==> src/rtl/rr_arbiter8.sv <==
// 8-way round-robin arbiter with registered one-hot grant and bounded hold time.
// HOLD_MAX caps consecutive grant cycles per requester; 0 disables the cap.
module rr_arbiter8 #(
    parameter int unsigned HOLD_MAX = 16
) (
    input  logic       Clk,
    input  logic       Rst,
    input  logic [7:0] Req,
    output logic [7:0] Gnt,
    output logic [2:0] GntIdx,
    output logic       Valid
);

    typedef enum logic {
        IDLE,
        GRANT
    } state_t;

    localparam logic [7:0] HOLD_LAST = 8'(HOLD_MAX - 1);

    state_t     state, state_nxt;
    logic [2:0] ptr, ptr_nxt;
    logic [2:0] idx_nxt;
    logic [7:0] gnt_nxt;
    logic       valid_nxt;
    logic [7:0] hold_cnt, hold_nxt;

    logic [2:0] scan_base;
    logic [2:0] cand;
    logic [2:0] win_idx;
    logic       win_found;
    logic       hold_hit;
    logic       rel;

    // While granting, the scan base is the post-release pointer (GntIdx+1),
    // so a same-edge handover sees the updated priority.
    always_comb begin
        scan_base = (state == GRANT) ? GntIdx + 3'd1 : ptr;
        cand      = '0;
        win_idx   = scan_base;
        win_found = 1'b0;
        for (int unsigned i = 0; i < 8; i++) begin
            cand = scan_base + 3'(i);
            if (!win_found && Req[cand]) begin
                win_found = 1'b1;
                win_idx   = cand;
            end
        end
    end

    always_comb begin
        hold_hit = (HOLD_MAX != 0) && (hold_cnt == HOLD_LAST);
        rel      = !Req[GntIdx] || hold_hit;
    end

    always_comb begin
        state_nxt = state;
        ptr_nxt   = ptr;
        idx_nxt   = GntIdx;
        gnt_nxt   = Gnt;
        valid_nxt = Valid;
        hold_nxt  = hold_cnt;
        case (state)
            IDLE: begin
                if (win_found) begin
                    state_nxt = GRANT;
                    idx_nxt   = win_idx;
                    gnt_nxt   = 8'd1 << win_idx;
                    valid_nxt = 1'b1;
                    hold_nxt  = '0;
                end
            end
            GRANT: begin
                if (!rel) begin
                    if (hold_cnt != '1) begin
                        hold_nxt = hold_cnt + 8'd1;
                    end
                end else begin
                    ptr_nxt = GntIdx + 3'd1;
                    if (win_found) begin
                        idx_nxt  = win_idx;
                        gnt_nxt  = 8'd1 << win_idx;
                        hold_nxt = '0;
                    end else begin
                        state_nxt = IDLE;
                        gnt_nxt   = '0;
                        valid_nxt = 1'b0;
                    end
                end
            end
            default: begin
                state_nxt = IDLE;
                gnt_nxt   = '0;
                valid_nxt = 1'b0;
            end
        endcase
    end

    always_ff @(posedge Clk or posedge Rst) begin
        if (Rst) begin
            state    <= IDLE;
            ptr      <= '0;
            GntIdx   <= '0;
            Gnt      <= '0;
            Valid    <= 1'b0;
            hold_cnt <= '0;
        end else begin
            state    <= state_nxt;
            ptr      <= ptr_nxt;
            GntIdx   <= idx_nxt;
            Gnt      <= gnt_nxt;
            Valid    <= valid_nxt;
            hold_cnt <= hold_nxt;
        end
    end

endmodule

==> config.mk <==
export PLATFORM = sky130hd
export DESIGN_NAME = rr_arbiter8
export DESIGN_NICKNAME = d
export VERILOG_FILES = /design/src/rtl/rr_arbiter8.sv
export SDC_FILE = /design/constraint.sdc
export NUM_CORES = 1
export LEC_CHECK = 0
export CORE_ASPECT_RATIO = 1.75
export CORE_MARGIN = 5
export CORE_UTILIZATION = 62
export CTS_CLUSTER_SIZE = 10
export DETAILED_ROUTE_END_ITERATION = 7
export GPL_TIMING_DRIVEN = 0
export PLACE_DENSITY = 0.93
export SYNTH_ARGS = -nofsm -noshare
export SYNTH_HDL_FRONTEND = slang
export SYNTH_SLANG_ARGS = --single-unit
==> constraint.sdc <==
create_clock -name Clk -period 7.85 [get_ports Clk]
set_input_delay 0.785 -clock Clk [delete_from_list [all_inputs] [get_ports Clk]]
set_output_delay 0.785 -clock Clk [all_outputs]
set_load 0.05 [all_outputs]
==> run metrics <==
cts bufs inserted=3; Setup Fix Bufs, Post-CTS=0; Max-cap violations=0; CP required=7990 ps; Worst-Skew Late Latency=270 ps; Synth warnings=0; total number of vias=2150; FP Rows=29; area occupied by multi-input gates=1620 um^2; mapped cell area=2310 um^2; hpwl dp=4.66 mm; GRT Overall Usage=24.2%; Setup TNS=0 ps; Slew @ Worst Pin=886 ps; grt ovf=0; met3 wire length=237 um; f_max=231 MHz; Final Max Tran Viols=0; status=completed; number of synthesized flops with an enable pin=0; Post-route DRC=0; CTS tree=yes; fill count=265; Synth area leaders=dfrtp_1, nand2_1, mux4_2, mux2i_4, nand3_1; Hold Path Class=register to register; Unique masters post-synth=70; WL met1=2.20 mm; core footprint=3630 um^2; top sig layer=met4; clock skew=2.96 ps; Yosys top cell by area=dfrtp_1; Final min period=4330 ps; Worst EP arrival=4470 ps; die height=90.7 um; FF/Latch Area=601 um^2; setup ws final=3520 ps; leading cell type in the layout, fill and taps excluded=nand2_1; Worst slew margin=40.9%; Hold-fix buffers, CTS=0; wire length on met2=3.25 mm; Sink Count=24; 1st-iter DRT viols=120; Initial Utilization=63.6%; crit path max fanout=10; register bit count reported by yosys=24; I/O pin count=22; Top FF cell, synth=dfrtp_1; syn avg cell area=9.34 um^2; DR vias/cell=6.76; first-pass GRT wire length=9.95 mm; largest net degree at the start of global routing=25; CTS clk-pin slew, worst paths=80 ps; register area share after synthesis=26.0%; WS Path Type=register to register; crit end category=register; maximum root-to-sink buffer count=2; Async SR Flop Fraction=100%; RSZ-0062 raised after global routing=false; Initial DRT Pass Iterations=4; diodes inserted=0; layout cell share with drive strength beyond 1=16.9%; Area Overhead vs Synth=14.0%; routed len/inst=19.1 um; WL final=6.06 mm; syn nets=261; Tcrit/Tclk final=55.1%; initial antenna violation count=0; Cells after Synth=247; die area=5090 um^2; Final Hold Viols=0; root buf cell=clkbuf_8; Die Wd=56.1 um; nets=287; vias in the first global route=2130; Setup WS pre-CTS=3640 ps; post-synth top area share=26.0%; RePlAce Congestion=0.950; commonest non-fill, non-tap cells in the layout=nand2_1, dfrtp_1, clkdlybuf4s50_1; CTS resizes=0; H-tree depth=1; setup violators final=0; Port Buf Inserts=21; antenna viol nets, final=0; Critical Path Start Type=register
==> critical path: stages (launching register included) <==
cell	delay, ps
dfrtp_1	500
ha_1	370
mux2_2	330
buf_2	210
inv_1	80
buf_2	220
ha_1	230
inv_1	50
a211oi_1	340
nor4_1	130
a311oi_2	450
nor2_1	170
o22a_1	240
o221a_1	240
or2_1	300
o41ai_1	320
==> layout make-up <==
cell class	instances	area share [%]
tap	46	2.19
timing repair buffer	21	8.00
multi-input combinational	207	61.5
sequential	24	22.8
inverter	8	1.24
buffer	8	2.14
clock buffer	4	2.09
==> cells in the mapped netlist (2+ instances only) <==
| library cell | number |
|---|---|
| a211oi_1 | 3 |
| a211oi_2 | 2 |
| a21oi_1 | 10 |
| a22oi_1 | 3 |
| and2_1 | 5 |
| and3_1 | 6 |
| buf_2 | 3 |
| buf_4 | 2 |
| buf_6 | 2 |
| dfrtp_1 | 24 |
| ha_1 | 4 |
| inv_1 | 7 |
| mux2_2 | 5 |
| mux2i_1 | 5 |
| mux2i_4 | 4 |
| mux4_2 | 5 |
| nand2_1 | 31 |
| nand2b_1 | 2 |
| nand3_1 | 17 |
| nor2_1 | 15 |
| nor2b_1 | 2 |
| nor3_1 | 2 |
| nor4_1 | 2 |
| o211a_1 | 3 |
| o21a_1 | 4 |
| o21ai_0 | 13 |
| o21ai_1 | 4 |
| o21ai_2 | 2 |
| o221ai_1 | 3 |
| o2bb2ai_1 | 2 |
| o31ai_1 | 2 |
| o41ai_1 | 8 |
| or2_1 | 3 |
| xnor2_1 | 5 |
| xor2_1 | 2 |
==> kinds of logic (layout without fill, tap and decap cells) <==
| family | Yosys count | after routing | share of synthesized area (%) |
|---|---|---|---|
| buf+inv | 16 | 41 | 3.85 |
| compound gates | 79 | 79 | 28.1 |
| mux | 20 | 20 | 14.1 |
| xor+xnor | 8 | 8 | 3.36 |
| fa+ha+maj | 4 | 4 | 2.17 |
| simple gates | 96 | 96 | 22.5 |
| flops | 24 | 24 | 26.0 |
==> flip-flops by register name, indices dropped and copies added (netlist names) <==
name      count
hold_cnt      8
state         1
Valid         1
Gnt           8
ptr           3
GntIdx        3
==> path summary, 6_finish.rpt <==
check	start	endpoint	slack, ps	depth (start not counted)
max in group asynchronous	Rst	hold_cnt[3]$_DFFE_PP0P_	6310	2
setup / recovery	GntIdx[1]$_DFFE_PP0P_	Gnt[3]$_DFFE_PP0P_	3520	15
hold reg to reg	Gnt[1]$_DFFE_PP0P_	Gnt[1]$_DFFE_PP0P_	480	2
hold / removal	Gnt[1]$_DFFE_PP0P_	Gnt[1]$_DFFE_PP0P_	480	2
setup reg to reg	GntIdx[1]$_DFFE_PP0P_	Gnt[3]$_DFFE_PP0P_	3520	15
min in group asynchronous	Rst	Gnt[4]$_DFFE_PP0P_	1000	2
==> routing by layer <==
layer,GRT usage (%),up-vias
met1,25.8,1013
met3,2.72,33
met5,0,-
met2,42.9,102
li1,-,1002
met4,16.6,0
==> metrics by stage <==
step	cell area [um^2]	util [%]	instances	hold slack, ps
final	2630	72.4	318	485
after floorplan	2310	-	247	450
after global placement	2570	70.9	314	469
after detailed placement	2570	70.9	314	464
after global routing	2630	72.4	318	512
after CTS	2630	72.4	318	487
Power is not shown: default switching activity piles up to over one toggle a cycle in this logic, so the estimate is an artifact.
